**config.mk**
```make
export PLATFORM = sky130hd
export DESIGN_NAME = ped_request_ctrl
export DESIGN_NICKNAME = d
export VERILOG_FILES = /design/src/rtl/ped_request_ctrl.sv
export SDC_FILE = /design/constraint.sdc
export NUM_CORES = 1
export LEC_CHECK = 0
export BUFFER_PORTS_ARGS = -buffer_cell sky130_fd_sc_hd__buf_2
export CORE_MARGIN = 2
export CORE_UTILIZATION = 47
export CTS_CLUSTER_DIAMETER = 40
export DETAILED_ROUTE_END_ITERATION = 8
export PLACE_DENSITY = 0.6
export SLEW_MARGIN = 10
export SYNTH_ARGS = -nofsm -noshare
export SYNTH_HDL_FRONTEND = slang
export SYNTH_SLANG_ARGS = --single-unit
```
**constraint.sdc**
```tcl
create_clock -name CLOCK_50 -period 3.61 [get_ports CLOCK_50]
set_clock_uncertainty 0.05 [all_clocks]
set_input_delay 0.1805 -clock CLOCK_50 [delete_from_list [all_inputs] [get_ports CLOCK_50]]
set_output_delay 0.1805 -clock CLOCK_50 [all_outputs]
set_load 0.005 [all_outputs]
```
**src/rtl/ped_request_ctrl.sv**
```systemverilog
// rtl/ped_request_ctrl.sv - pedestrian button synchroniser, debouncer and request latch
module ped_request_ctrl #(
  parameter int DEBOUNCE_CYCLES = 1000000,
  parameter int CNT_W           = 20,
  parameter int BLINK_CYCLES    = 12500000,
  parameter int BLINK_W         = 24
) (
  input  logic CLOCK_50,
  input  logic rst_n,
  input  logic key_n,
  input  logic ped_ack,
  output logic btn_level,
  output logic btn_pulse,
  output logic ped_req,
  output logic wait_led
);

  localparam logic [CNT_W-1:0]   DEB_LAST   = CNT_W'(DEBOUNCE_CYCLES - 1);
  localparam logic [BLINK_W-1:0] BLINK_LAST = BLINK_W'(BLINK_CYCLES - 1);

  typedef enum logic [1:0] {
    IDLE    = 2'd0,
    PENDING = 2'd1,
    SERVED  = 2'd2
  } state_t;

  state_t             state;
  state_t             state_nxt;
  logic               s1;
  logic               s2;
  logic               mismatch;
  logic [CNT_W-1:0]   deb_cnt;
  logic [BLINK_W-1:0] blink_cnt;

  // Synchroniser idles at 1 (released) so reset never looks like a press
  always_ff @(posedge CLOCK_50) begin
    if (!rst_n) begin
      s1 <= 1'b1;
      s2 <= 1'b1;
    end else begin
      s1 <= key_n;
      s2 <= s1;
    end
  end

  assign mismatch = (~s2 != btn_level);

  always_ff @(posedge CLOCK_50) begin
    if (!rst_n) begin
      deb_cnt   <= '0;
      btn_level <= 1'b0;
      btn_pulse <= 1'b0;
    end else if (mismatch && deb_cnt == DEB_LAST) begin
      deb_cnt   <= '0;
      btn_level <= ~btn_level;
      btn_pulse <= ~btn_level;
    end else begin
      deb_cnt   <= mismatch ? deb_cnt + 1'b1 : '0;
      btn_pulse <= 1'b0;
    end
  end

  always_ff @(posedge CLOCK_50) begin
    if (!rst_n) state <= IDLE;
    else        state <= state_nxt;
  end

  // Ack outranks a simultaneous press in PENDING; no press queueing
  always_comb begin
    state_nxt = state;
    case (state)
      IDLE:    if (btn_pulse) state_nxt = PENDING;
      PENDING: if (ped_ack) state_nxt = SERVED;
      SERVED:  if (!btn_level && !ped_ack) state_nxt = IDLE;
      default: state_nxt = IDLE;
    endcase
  end

  always_comb begin
    ped_req = (state == PENDING);
  end

  always_ff @(posedge CLOCK_50) begin
    if (!rst_n) begin
      wait_led  <= 1'b0;
      blink_cnt <= '0;
    end else if (state_nxt == PENDING && state != PENDING) begin
      wait_led  <= 1'b1;
      blink_cnt <= '0;
    end else if (state_nxt == PENDING) begin
      if (blink_cnt == BLINK_LAST) begin
        wait_led  <= ~wait_led;
        blink_cnt <= '0;
      end else begin
        blink_cnt <= blink_cnt + 1'b1;
      end
    end else begin
      wait_led  <= 1'b0;
      blink_cnt <= '0;
    end
  end

endmodule

```
==> results.cfg <==
[global_route]
grt_pass1_vias = 1599
grt_max_degree = 25
antenna_found_initial = 0
grt_pass1_wl_mm = 7.01
grt_overflow = 0
grt_usage_pct = 16.2

[synthesis]
syn_area_um2 = 2290
yosysTopAreaCellShare_pct = 44.6
ys_types = 36
yosys.area.top_type = dfxtp_1
synth_edf_count = 0
netlist_top_cells_area = dfxtp_1 (45%), xnor2_1 (7.3%), nor2_1 (5.6%), or3_1 (3.8%), a21oi_1 (3.7%)
syn_inst = 263
syn-num-nets = 269
avgSynthCellArea_um2 = 8.70
ys_ff_latch = 51
yosys_most_used_dff = dfxtp_1
synthArstFlopShare_pct = 0
synth-seq-area-share_pct = 44.6
yosysWarnings = 0

[clock_tree]
cts_resized = 0
clkTransAtPathRegs_ns = 0.08
cts_sinks = 51
clk_path_buf_depth = 2
postCtsHoldBufs = 0
clk_latency_ns = 0.30
cts_setup_buffers = 0
htreeDepth = 2
cts-buffers-inserted = 5
cts_tree = done
cts_root_buf = clkbuf_8

[drt]
first_pass_iters = 4
wl_per_cell_um = 12.0
ant_nets = 0
routed_wirelength_mm = 4.04
vias_per_cell = 5.28
vias = 1779
drtIter0Drc = 104
drc = 0

[pwr]
clkPwrFrac_pct = 38.0
p_int_uw = 741
p_comb_share_pct = 0.8
ir_worst_vdd_mv = 0.242
leakage_uw = 0.000696
seq_power_share_pct = 61.2
swShare_pct = 19.6
p_sw_uw = 181
powerDensity_nw_per_um2 = 374
finalPower_uw = 922

[sta]
fin_crit_ns = 2.53
rsz0062_at_grt = no
fin_crit_sh_pct = 70.1
setup_tns_ns = 0
worst_slew_pin_slew_ns = 0.971
relSlewSlack_pct = 35.3
max_freq_ghz = 0.395
slew_viol_final = 0
finalSetupViolCount = 0
hold_viol = 0

[finish]
fin_area_um2 = 2470
diodes = 0
nFillCells = 474
fin_cells = 337
nets = 275
area_delta_synth_final_pct = 7.82
drive_above_1_share_pct = 8.52

[setup_path]
r2r-start = blink_cnt[0]
cp_max_fo = 24
cp-start-kind = flop
worstPathArrival_ns = 2.63
path_class = flop to flop
required_ns = 3.71
setup.worst_path.end_class = flop
cp-startpoint = blink_cnt[0]

[place]
placedCellCount = 329
hpwlAfterDp_mm = 2.84
place_area_um2 = 2370
portBuffers = 7
gp_congestion = 0.745

[die]
die_h_um = 73.8
start_util_pct = 48.5
ios = 8
fp.dieW_um = 73.8
die_area_um2 = 5440
coreArea_um2 = 4720
rows = 25

[outcome]
status = completed

[hold_path]
hp-class = primary input to flop
hp-start = key_n

[job]
drv_cap = 0
==> worst max-delay path, stage by stage (launching register included) <==
cell and delay [ns]:
dfxtp_1 0.36, ha_1 0.26, nand4_1 0.25, or3_1 0.49, o31ai_4 0.87, nor2_1 0.11
==> state kept, by name (all words and copies together) (netlist names) <==
name and flops:
wait_led 1, deb_cnt 20, btn_pulse 1, s1 1, state 2, blink_cnt 24
btn_level 1, s2 1
==> power by group through the flow <==
stage | Combinational [uW] | Sequential (uW) | Clock [uW]
floorplan | 4.53 | 577 | 0
global placement | 7.68 | 578 | 0
detailed placement | 7.70 | 578 | 0
CTS | 7.76 | 564 | 369
global route | 8.77 | 565 | 386
finish | 7.51 | 564 | 350
==> placed cells by master, fill, tap and decap left out, types with 2 or more instances in the layout <==
| cell type | count |
|---|---|
| or4_1 | 6 |
| o21ai_0 | 12 |
| a21oi_1 | 17 |
| nand2_1 | 16 |
| xor2_1 | 7 |
| and4_1 | 3 |
| or4b_1 | 3 |
| nor2b_1 | 2 |
| nor4_1 | 7 |
| inv_1 | 9 |
| nor2_1 | 34 |
| nand4_1 | 8 |
| clkbuf_8 | 7 |
| nand2b_1 | 2 |
| nand3_1 | 15 |
| o31ai_1 | 2 |
| nand3b_1 | 2 |
| dfxtp_1 | 51 |
| xnor2_1 | 19 |
| or3_1 | 14 |
| or3b_2 | 2 |
| and3_1 | 2 |
| ha_1 | 2 |
| a21bo_2 | 2 |
| nor3_1 | 9 |
| buf_2 | 7 |
==> worst paths after layout <==
path / slack, ns / end / depth (start not counted)
worst min register to register: 0.37 / s2 / 1
worst min-delay path: 0.01 / s1 / 2
worst max-delay path: 1.08 / blink_cnt[11] / 5
worst max register to register: 1.08 / blink_cnt[11] / 5
==> synth_stat cells (2+ instances only) <==
library cell / count
nand2b_1: 2
nor2_1: 34
o21ai_0: 12
nand3_1: 15
clkbuf_1: 4
buf_4: 2
nor2b_1: 2
o31ai_1: 2
xor2_1: 7
and4_1: 3
buf_2: 2
a21oi_1: 17
inv_1: 9
nand4_1: 8
nor4_1: 7
or3_1: 14
and3_1: 2
nand3b_1: 2
ha_1: 2
or4_1: 6
a21bo_2: 2
xnor2_1: 19
dfxtp_1: 51
or4b_1: 3
nor3_1: 9
or3b_2: 2
nand2_1: 16
==> stage by stage <==
stage                     setup WS [ns]  hold slack (ns)  util [%]
after floorplan                    1.66            0.204         -
after global placement             1.04            0.321      50.1
after detailed placement           1.03            0.316      50.1
after CTS                          1.02        0.0000395      52.2
after global routing              0.864           0.0246      52.2
final                              1.08           0.0115      52.2
==> cell type report <==
class / instances / area (um2) / share of cell area, %
Multi-Input combinational cell: 195 / 1190 / 48.4
Inverter: 9 / 33.8 / 1.37
Tap cell: 67 / 83.8 / 3.40
Clock buffer: 8 / 100 / 4.06
Timing Repair Buffer: 7 / 35.0 / 1.42
Sequential cell: 51 / 1020 / 41.4
==> per-layer routing <==
layer / routed length (um) / GRT usage (%) / vias up / part of all wire [%]
met5: 0 / 0 / - / 0
met4: 51 / 6.06 / 0 / 1.3
met3: 113 / 4.12 / 6 / 2.8
met2: 1630 / 22.7 / 14 / 40
met1: 2240 / 23.5 / 802 / 56
li1: - / - / 957 / -
==> cells by family (layout without fill, tap and decap cells) <==
kind of cell	after synthesis	count (layout)	synth area share [%]
AO/OA/AOI/OAI	37	37	10.2
XOR/XNOR	26	26	9.95
adder cells (fa/ha/maj)	2	2	1.09
buffers and inverters	17	24	3.23
flip-flops	51	51	44.6
multiplexers	1	1	0.437
AND/OR/NAND/NOR	129	129	30.5
No activity file was read; power rests on OpenSTA's default activity.
